<file path="src/rtl/codec_pkg.sv">
// Shared types and constants for the codec/FIR scheduler slice.
package codec_pkg;

    localparam int CODEC_DW = 24;

    typedef enum logic [1:0] {
        IDLE  = 2'd0,
        ISSUE = 2'd1,
        WAIT  = 2'd2
    } state_t;

    localparam logic CH_L = 1'b0;
    localparam logic CH_R = 1'b1;

    // Increment v, holding at the all-ones value of a w-bit field (w <= 32).
    function automatic logic [31:0] sat_inc(input logic [31:0] v, input int unsigned w);
        logic [31:0] lim;
        lim = 32'hFFFF_FFFF >> (32 - w);
        return (v >= lim) ? v : v + 32'd1;
    endfunction

endpackage

</file>
<file path="src/rtl/codec_sat_cnt.sv">
// Saturating event counter with synchronous clear; clear beats a same-cycle increment.
module codec_sat_cnt
    import codec_pkg::*;
#(
    parameter int W = 16
) (
    input  logic         clk,
    input  logic         rst,
    input  logic         clr,
    input  logic         inc,
    output logic [W-1:0] cnt
);

    always_ff @(posedge clk) begin
        if (rst || clr)
            cnt <= '0;
        else if (inc)
            cnt <= W'(sat_inc(32'(cnt), W));
    end

endmodule

</file>
<file path="src/rtl/codec_fir_sched.sv">
// Serialises L/R codec RX samples into one shared FIR and holds results for TX.
// Define CODEC_FIR_SCHED_STATS_EN to build the overrun/underrun event counters.
module codec_fir_sched
    import codec_pkg::*;
#(
    parameter int DW      = CODEC_DW,
    parameter int TIMEOUT = 400,
    parameter int CNT_W   = 16
) (
    input  logic             clk,
    input  logic             rst,
    input  logic [1:0]       rx_vld,
    input  logic [DW-1:0]    rx_data,
    output logic             fir_start,
    output logic             fir_ch,
    output logic [DW-1:0]    fir_din,
    input  logic             fir_dout_vld,
    input  logic [DW-1:0]    fir_dout,
    output logic [DW-1:0]    tx_din0,
    output logic [DW-1:0]    tx_din1,
    output logic [1:0]       tx_din_vld,
    input  logic [1:0]       tx_din_ack,
    input  logic             bypass,
    input  logic             clr_status,
    output logic [1:0]       ovr_flag,
    output logic [1:0]       udf_flag,
    output logic             tmo_flag,
    output logic [CNT_W-1:0] ovr_cnt,
    output logic [CNT_W-1:0] udf_cnt
);

    localparam int TW = $clog2(TIMEOUT + 1);

    state_t        state, state_nx;
    logic [1:0]    pend_vld;
    logic [DW-1:0] pend_data [2];
    logic          last_ch;
    logic [TW-1:0] tmo_cnt;

    logic          sel, issue, byp_wr, res_wr, tmo_hit;
    logic [1:0]    drain, tx_wr, ovr_ev, udf_ev;
    logic [DW-1:0] tx_wdata;

    // With both channels pending, serve the one not served last.
    assign sel = pend_vld[1] & (~pend_vld[0] | (last_ch == CH_L));

    always_comb begin
        state_nx = state;
        issue    = 1'b0;
        byp_wr   = 1'b0;
        res_wr   = 1'b0;
        tmo_hit  = 1'b0;
        case (state)
            IDLE: if (|pend_vld) begin
                if (bypass) byp_wr   = 1'b1;
                else        state_nx = ISSUE;
            end
            ISSUE: begin
                issue    = 1'b1;
                state_nx = WAIT;
            end
            WAIT: if (fir_dout_vld) begin
                res_wr   = 1'b1;
                state_nx = IDLE;
            end else if (tmo_cnt == TW'(TIMEOUT - 1)) begin
                tmo_hit  = 1'b1;
                state_nx = IDLE;
            end
            default: state_nx = IDLE;
        endcase
    end

    assign fir_start = issue;
    assign drain     = issue  ? (fir_ch ? 2'b10 : 2'b01) :
                       byp_wr ? (sel    ? 2'b10 : 2'b01) : 2'b00;
    assign tx_wr     = res_wr ? (fir_ch ? 2'b10 : 2'b01) :
                       byp_wr ? (sel    ? 2'b10 : 2'b01) : 2'b00;
    assign tx_wdata  = res_wr ? fir_dout : pend_data[sel];
    // A sample landing in the cycle its channel drains is a capture, not an overrun.
    assign ovr_ev    = rx_vld & pend_vld & ~drain;
    assign udf_ev    = tx_din_ack & ~tx_din_vld & ~tx_wr;

    always_ff @(posedge clk) begin
        if (rst) begin
            state   <= IDLE;
            fir_din <= '0;
            fir_ch  <= CH_L;
            last_ch <= CH_R;
            tmo_cnt <= '0;
        end else begin
            state <= state_nx;
            if (state == IDLE && |pend_vld) begin
                last_ch <= sel;
                if (!bypass) begin
                    fir_din <= pend_data[sel];
                    fir_ch  <= sel;
                end
            end
            if (issue)
                tmo_cnt <= '0;
            else if (state == WAIT)
                tmo_cnt <= tmo_cnt + 1'b1;
        end
    end

    always_ff @(posedge clk) begin
        if (rst) begin
            pend_vld     <= '0;
            pend_data[0] <= '0;
            pend_data[1] <= '0;
        end else begin
            pend_vld <= rx_vld | (pend_vld & ~drain);
            for (int c = 0; c < 2; c++)
                if (rx_vld[c]) pend_data[c] <= rx_data;
        end
    end

    always_ff @(posedge clk) begin
        if (rst) begin
            tx_din0    <= '0;
            tx_din1    <= '0;
            tx_din_vld <= '0;
        end else begin
            if (tx_wr[0]) tx_din0 <= tx_wdata;
            if (tx_wr[1]) tx_din1 <= tx_wdata;
            tx_din_vld <= tx_wr | (tx_din_vld & ~tx_din_ack);
        end
    end

    always_ff @(posedge clk) begin
        if (rst || clr_status) begin
            ovr_flag <= '0;
            udf_flag <= '0;
            tmo_flag <= 1'b0;
        end else begin
            ovr_flag <= ovr_flag | ovr_ev;
            udf_flag <= udf_flag | udf_ev;
            tmo_flag <= tmo_flag | tmo_hit;
        end
    end

`ifdef CODEC_FIR_SCHED_STATS_EN
    // Both channels erroring in one cycle counts as a single event.
    codec_sat_cnt #(.W(CNT_W)) u_ovr_cnt (
        .clk (clk), .rst (rst), .clr (clr_status), .inc (|ovr_ev), .cnt (ovr_cnt)
    );
    codec_sat_cnt #(.W(CNT_W)) u_udf_cnt (
        .clk (clk), .rst (rst), .clr (clr_status), .inc (|udf_ev), .cnt (udf_cnt)
    );
`else
    assign ovr_cnt = '0;
    assign udf_cnt = '0;
`endif

endmodule

</file>
<file path="config.mk">
export PLATFORM = sky130hd
export DESIGN_NAME = codec_fir_sched
export DESIGN_NICKNAME = d
export VERILOG_FILES = /design/src/rtl/codec_pkg.sv /design/src/rtl/codec_sat_cnt.sv /design/src/rtl/codec_fir_sched.sv
export SDC_FILE = /design/constraint.sdc
export NUM_CORES = 1
export LEC_CHECK = 0
export ABC_AREA = 0
export CAP_MARGIN = 25
export CORE_ASPECT_RATIO = 1.4
export CORE_MARGIN = 2
export CORE_UTILIZATION = 50
export CTS_CLUSTER_SIZE = 25
export DETAILED_ROUTE_END_ITERATION = 7
export GPL_TIMING_DRIVEN = 0
export HOLD_SLACK_MARGIN = 0.15
export PLACE_DENSITY = 0.89
export SETUP_SLACK_MARGIN = 0.02
export SYNTH_ARGS = -nofsm -noshare
export SYNTH_HDL_FRONTEND = slang
export SYNTH_SLANG_ARGS = --single-unit
export TNS_END_PERCENT = 20
</file>
<file path="constraint.sdc">
create_clock -name clk -period 3.4 [get_ports clk]
set_clock_uncertainty 0.1 [all_clocks]
set_input_delay 0.51 -clock clk [delete_from_list [all_inputs] [get_ports clk]]
set_output_delay 0.51 -clock clk [all_outputs]
set_load 0.005 [all_outputs]
</file>
Word level (Yosys, flattened, before mapping)
Memories as Yosys holds them, arrays and structs flattened.
Index checks and enable logic that the tools add are counted.
Widths: inputs -> output; s select.
{ "word_totals": {"memories": 1, "word_cells": 79, "reg_bits": 94, "ramBits": 48, "output_inout_bits": 113} }
{ "mem_list": {"columns": ["name", "words", "width", "read_ports", "rd_ports_with_merged_regs", "write_ports", "line", "source"], "rows": [
  ["pend_data", 2, 24, 1, 0, 2, "codec_fir_sched.sv:36", "logic [DW-1:0] pend_data [2];"]
]} }
{ "op_classes": {"bitwise": 22, "n_reduce_logical": 7, "add_sub_neg": 1, "eq_ne": 6, "muxes": 30} }
{ "ops": {"columns": ["operator", "count"], "rows": [
  ["$mux 24", 3],
  ["$mux 2", 9],
  ["$mux 1", 17],
  ["$and 2x2->2", 6],
  ["$add 9x1->9 const B", 1],
  ["$eq 9x9->1 const B", 1],
  ["$not 2->2", 4],
  ["$or 2x2->2", 4],
  ["$pmux 2 s3", 1],
  ["$or 1x1->1", 4],
  ["$reduce_or 2->1", 2],
  ["$ne 3x3->1 const B", 1],
  ["$not 1->1", 3],
  ["$reduce_and 3->1", 1],
  ["$eq 2x1->1 const B", 1],
  ["$eq 2x2->1 const B", 1],
  ["$logic_not 2->1", 1],
  ["$ne 2x1->1 const B", 1],
  ["$ne 2x2->1 const B", 1],
  ["$reduce_and 2->1", 1],
  ["$and 1x1->1", 1],
  ["$logic_and 1x1->1", 1],
  ["$logic_or 1x1->1", 1]
]} }

Logic depth before layout (Yosys ltp)
{ "depth": {"depth_word": 9, "ltp_mapped": 7} }

Worst setup path before layout
Ideal clock, no wire load.
{ "synth_timing": {"kind": "reg2reg", "from": "register pend_vld[0]", "to": "register tx_din0[10]", "t_required_ps": 3186, "setup_ps": 114, "slack_ps": 1559, "stages_incl_launch_ff": 7, "arrival_time_ps": 1627, "synth_period_minus_slack_ps": 1841, "cell_sequence": "dfxtp_1 -> or3b_1 -> o32a_1 -> nor2b_1 -> buf_2 -> buf_6 -> o2bb2ai_2"} }
{ "synth_via": {"elab_chain_cells": 6, "word_cells_on_any_way": 11, "classes_between": "mux (6); bitwise (3); reduce/logical (1); memory (1)"} }
{ "synth_rtl": {"columns": ["element", "line", "source"], "rows": [
  ["start, declared", "codec_fir_sched.sv:35", "logic [1:0] pend_vld;"],
  ["start signal, assigned", "codec_fir_sched.sv:112", "pend_vld <= rx_vld | (pend_vld & ~drain);"],
  ["$not 1->1", "codec_fir_sched.sv:45", "assign sel = pend_vld[1] & (~pend_vld[0] | (last_ch == CH_L));"],
  ["$or 1x1->1", "codec_fir_sched.sv:45", null],
  ["$and 1x1->1", "codec_fir_sched.sv:45", null],
  ["$mux 2 (2 in series)", "codec_fir_sched.sv:77", "byp_wr ? (sel ? 2'b10 : 2'b01) : 2'b00;"],
  ["$mux 2", "codec_fir_sched.sv:76", "assign tx_wr = res_wr ? (fir_ch ? 2'b10 : 2'b01) :"],
  ["end signal, assigned", "codec_fir_sched.sv:124", "if (tx_wr[0]) tx_din0 <= tx_wdata;"],
  ["end, declared", "codec_fir_sched.sv:19", "output logic [DW-1:0] tx_din0,"]
]} }
Several ways; a longest one is shown, not always the timed one.
A chain may end at the register's enable or synchronous reset.

Final worst setup path
{ "layout_timing": {"from": "register pend_vld[1]", "to": "register tx_din1[17]"} }
{ "layout_via": {"elab_chain_cells": 5, "word_cells_on_any_way": 9, "classes_between": "mux (6); bitwise (1); reduce/logical (1); memory (1)"} }
{ "layout_rtl": {"columns": ["element", "line", "source"], "rows": [
  ["$reduce_or 2->1", "codec_fir_sched.sv:54", "IDLE: if (|pend_vld) begin"],
  ["$mux 1", "codec_fir_sched.sv:54", null],
  ["$mux 1", "codec_fir_sched.sv:53", "case (state)"],
  ["$mux 2", "codec_fir_sched.sv:77", null],
  ["$mux 2", "codec_fir_sched.sv:76", null],
  ["end signal, assigned", "codec_fir_sched.sv:125", "if (tx_wr[1]) tx_din1 <= tx_wdata;"],
  ["end, declared", "codec_fir_sched.sv:20", "output logic [DW-1:0] tx_din1,"]
]} }
Several ways; a longest one is shown, not always the timed one.

==> flow_summary.json <==
{
  "report.final.slew_viol_count": 0,
  "ctsHoldBuffers": 0,
  "grt_use_met3": 0.0646,
  "syn_avg_cell_area_um2": 11.2,
  "wirelength_um": 16600,
  "insertion_delay_ns": 0.42,
  "grt.met2_usage": 0.443,
  "synth_async_sr_flop_share": 0,
  "grt_pass1_vias": 4643,
  "drt_iter0_drc": 298,
  "initial_core_util": 0.515,
  "vias": 4806,
  "worst_hold_path_type": "flip-flop to flip-flop",
  "gp_congestion": 0.905,
  "drt-wirelength-per-cell_um": 19.1,
  "fp-row-count": 46,
  "yosys.area.top_type": "dfxtp_1",
  "yosysSeqAreaShare": 0.569,
  "crit_buf_inv": 1,
  "path_cells": "a21boi_2 > a32oi_1 > nor2b_1 > clkbuf_1 > a2bb2o_1",
  "maxCapViolations": 0,
  "postSynthCellCount": 522,
  "grt_first_pass_wirelength_um": 24800,
  "hold_viol_final": 0,
  "crit_arrival_ns": 2.58,
  "cpPeakStageDelay_ns": 0.50,
  "antenna_cells": 0,
  "final_area_um2": 8120,
  "synth_area_leaders": "dfxtp_1 32%, edfxtp_1 25%, o2bb2ai_2 4.6%",
  "fmax_mhz": 422,
  "synth-seq-cells": 142,
  "setup_tns_ns": 0,
  "cts_root_buffer": "clkbuf_16",
  "path_class": "flip-flop to flip-flop",
  "drtPass1Iterations": 5,
  "synth_top_area_frac": 0.322,
  "nFillCells": 743,
  "min_period_ns": 2.37,
  "relSlewSlack": 0.602,
  "p_leak_nw": 3.12,
  "cts.htree.levels": 4,
  "final_nets": 767,
  "viasPerCell": 5.55,
  "cts.clk_slew.worst_paths_ns": 0.06,
  "yosys_warnings": 0,
  "top_usage_layer": "met2",
  "setup.worst_path.start_class": "flip-flop",
  "met1_usage": 0.306,
  "port-buffer-count": 137,
  "die_x_um": 95.4,
  "synth-edff-count": 48,
  "crit_fanout": 10,
  "ys_types": 50,
  "grt_setup_unrepaired": "false",
  "die_h_um": 132,
  "numClockSinks": 142,
  "dp_hpwl_um": 12100,
  "cts_max_path_buffers": 2,
  "crit_required_ns": 3.61,
  "synthToLayoutAreaGrowth_pct": 39.0,
  "core_area_um2": 11300,
  "post_cts_buffers": 0,
  "io_pins": 170,
  "cts_buffers": 17,
  "grtUsageTotal": 0.264,
  "drc_errors": 0,
  "grt_overflow": 0,
  "irDropWorstVdd_mv": 0.435,
  "antenna_found_initial": 0,
  "placed_area_um2": 7510,
  "antenna_left": 0,
  "crit_path_end_kind": "flip-flop",
  "cp_top_family": "compound AO/OA/AOI/OAI gates",
  "p_per_area_nw_per_um2": 546,
  "syn_area_um2": 5840,
  "setup_violations": 0,
  "grt_max_degree": 25,
  "tightest_slew_ns": 0.597,
  "slowest_stage": "a21boi_2",
  "status": "complete, no violations",
  "dieArea_um2": 12600,
  "layout-drive-gt1-share": 0.169,
  "period_share": 0.698,
  "synth-main-ff-cell": "dfxtp_1",
  "cts_resized": 0,
  "final_core_util": 0.716,
  "cts_tree": "done"
}
worst paths after layout:
path,start,to,slack (ns),cells past startpoint
hold reg to reg,ovr_flag[0],ovr_flag[0],0.35,2
hold / removal,ovr_flag[0],ovr_flag[0],0.35,2
setup reg to reg,pend_vld[1],tx_din1[17],1.03,5
setup / recovery,pend_vld[1],tx_din1[17],1.03,5
routing by layer:
metal	part of all wire	wire length, um	vias to the layer above
met1	0.36	6020	2250
li1	-	-	2191
met3	0.092	1520	59
met5	0	0	-
met4	0.044	721	0
met2	0.50	8320	306
worst register-to-register path, cell delays in order, from the launching register on:
cell      delay [ns]
dfxtp_1         0.46
a21boi_2        0.50
a32oi_1         0.31
nor2b_1         0.27
clkbuf_1        0.27
a2bb2o_1        0.35
final cells by class:
| type | instances | area, um^2 | share of cell area |
|---|---|---|---|
| inverters | 8 | 30.0 | 0.00370 |
| flip-flops and latches | 142 | 3320 | 0.409 |
| clock inverters | 12 | 141 | 0.0174 |
| plain buffers | 65 | 429 | 0.0529 |
| repair buffers | 137 | 1370 | 0.169 |
| well taps | 144 | 180 | 0.0222 |
| clock buffers | 20 | 468 | 0.0576 |
| multi-input cells | 338 | 2180 | 0.268 |
state kept, by name (all words and copies together), names as in the netlist:
name	cells
tmo_cnt	9
tx_din0	24
pend_vld	2
tx_din_vld	2
tmo_flag	1
pend_data	48
udf_flag	2
fir_din	24
state	2
tx_din1	24
last_ch	1
fir_ch	1
ovr_flag	2
through the flow:
stage / cells / power, mW / hold WS, ns / setup slack (ns)
2_1_floorplan: 553 / 2.25 / 0.341 / 1.56
5_1_grt: 866 / 4.54 / 0.368 / 0.951
6_report: 866 / 4.44 / 0.355 / 1.03
3_5_place_dp: 834 / 2.54 / 0.349 / 0.696
3_3_place_gp: 834 / 2.52 / 0.335 / 0.732
4_1_cts: 866 / 4.42 / 0.358 / 1.11
logic make-up after synthesis:
group                      Yosys count  share of synthesized area
AOI/OAI and AO/OA                  120                      0.201
other                                1                   0.000642
and+or+nand+nor                    178                      0.139
adders and majority gates            1                    0.00214
buffers and inverters               73                     0.0786
DFF                                142                      0.569
xor gates and xnor gates             7                     0.0105
Yosys cell counts, types with 2 or more instances:
cell	count
a21oi_1	8
a22o_1	2
a2bb2o_1	16
a311oi_1	24
a31o_2	23
a31oi_1	4
and2_1	24
buf_1	6
buf_12	2
buf_2	7
buf_4	32
buf_6	3
clkbuf_1	14
dfxtp_1	94
edfxtp_1	48
inv_1	8
nand2_1	55
nand2b_1	7
nand3_1	2
nand3b_1	2
nor2_1	68
nor2b_1	4
nor3_1	3
nor4_1	3
o21ai_0	3
o2bb2ai_1	10
o2bb2ai_2	18
o2bb2ai_4	2
or2_1	2
or2_2	3
xnor2_1	5
xor2_1	2
power by group:
| part | internal [mW] | switching [mW] | leakage (nW) |
|---|---|---|---|
| Clock | 1.21 | 0.704 | 0.296 |
| Combinational | 0.302 | 0.285 | 1.55 |
| Sequential | 1.87 | 0.0639 | 1.28 |
layout by cell type, fill, tap and decap left out, types with 3 or more instances in the layout:
master,netlist,final
a21oi_1,8,8
a2bb2o_1,16,16
a311oi_1,24,24
a31o_2,23,23
a31oi_1,4,4
and2_1,24,24
buf_1,6,6
buf_2,7,7
buf_4,32,32
buf_6,3,3
bufinv_16,0,3
clkbuf_1,14,15
clkbuf_16,0,18
clkdlybuf4s50_1,0,137
clkinv_2,0,4
conb_1,1,32
dfxtp_1,94,94
edfxtp_1,48,48
inv_1,8,8
nand2_1,55,55
nand2b_1,7,7
nor2_1,68,68
nor2b_1,4,4
nor3_1,3,3
nor4_1,3,3
o21ai_0,3,3
o2bb2ai_1,10,10
o2bb2ai_2,18,18
or2_2,3,3
xnor2_1,5,5
Power figures use the tool's default switching activity.
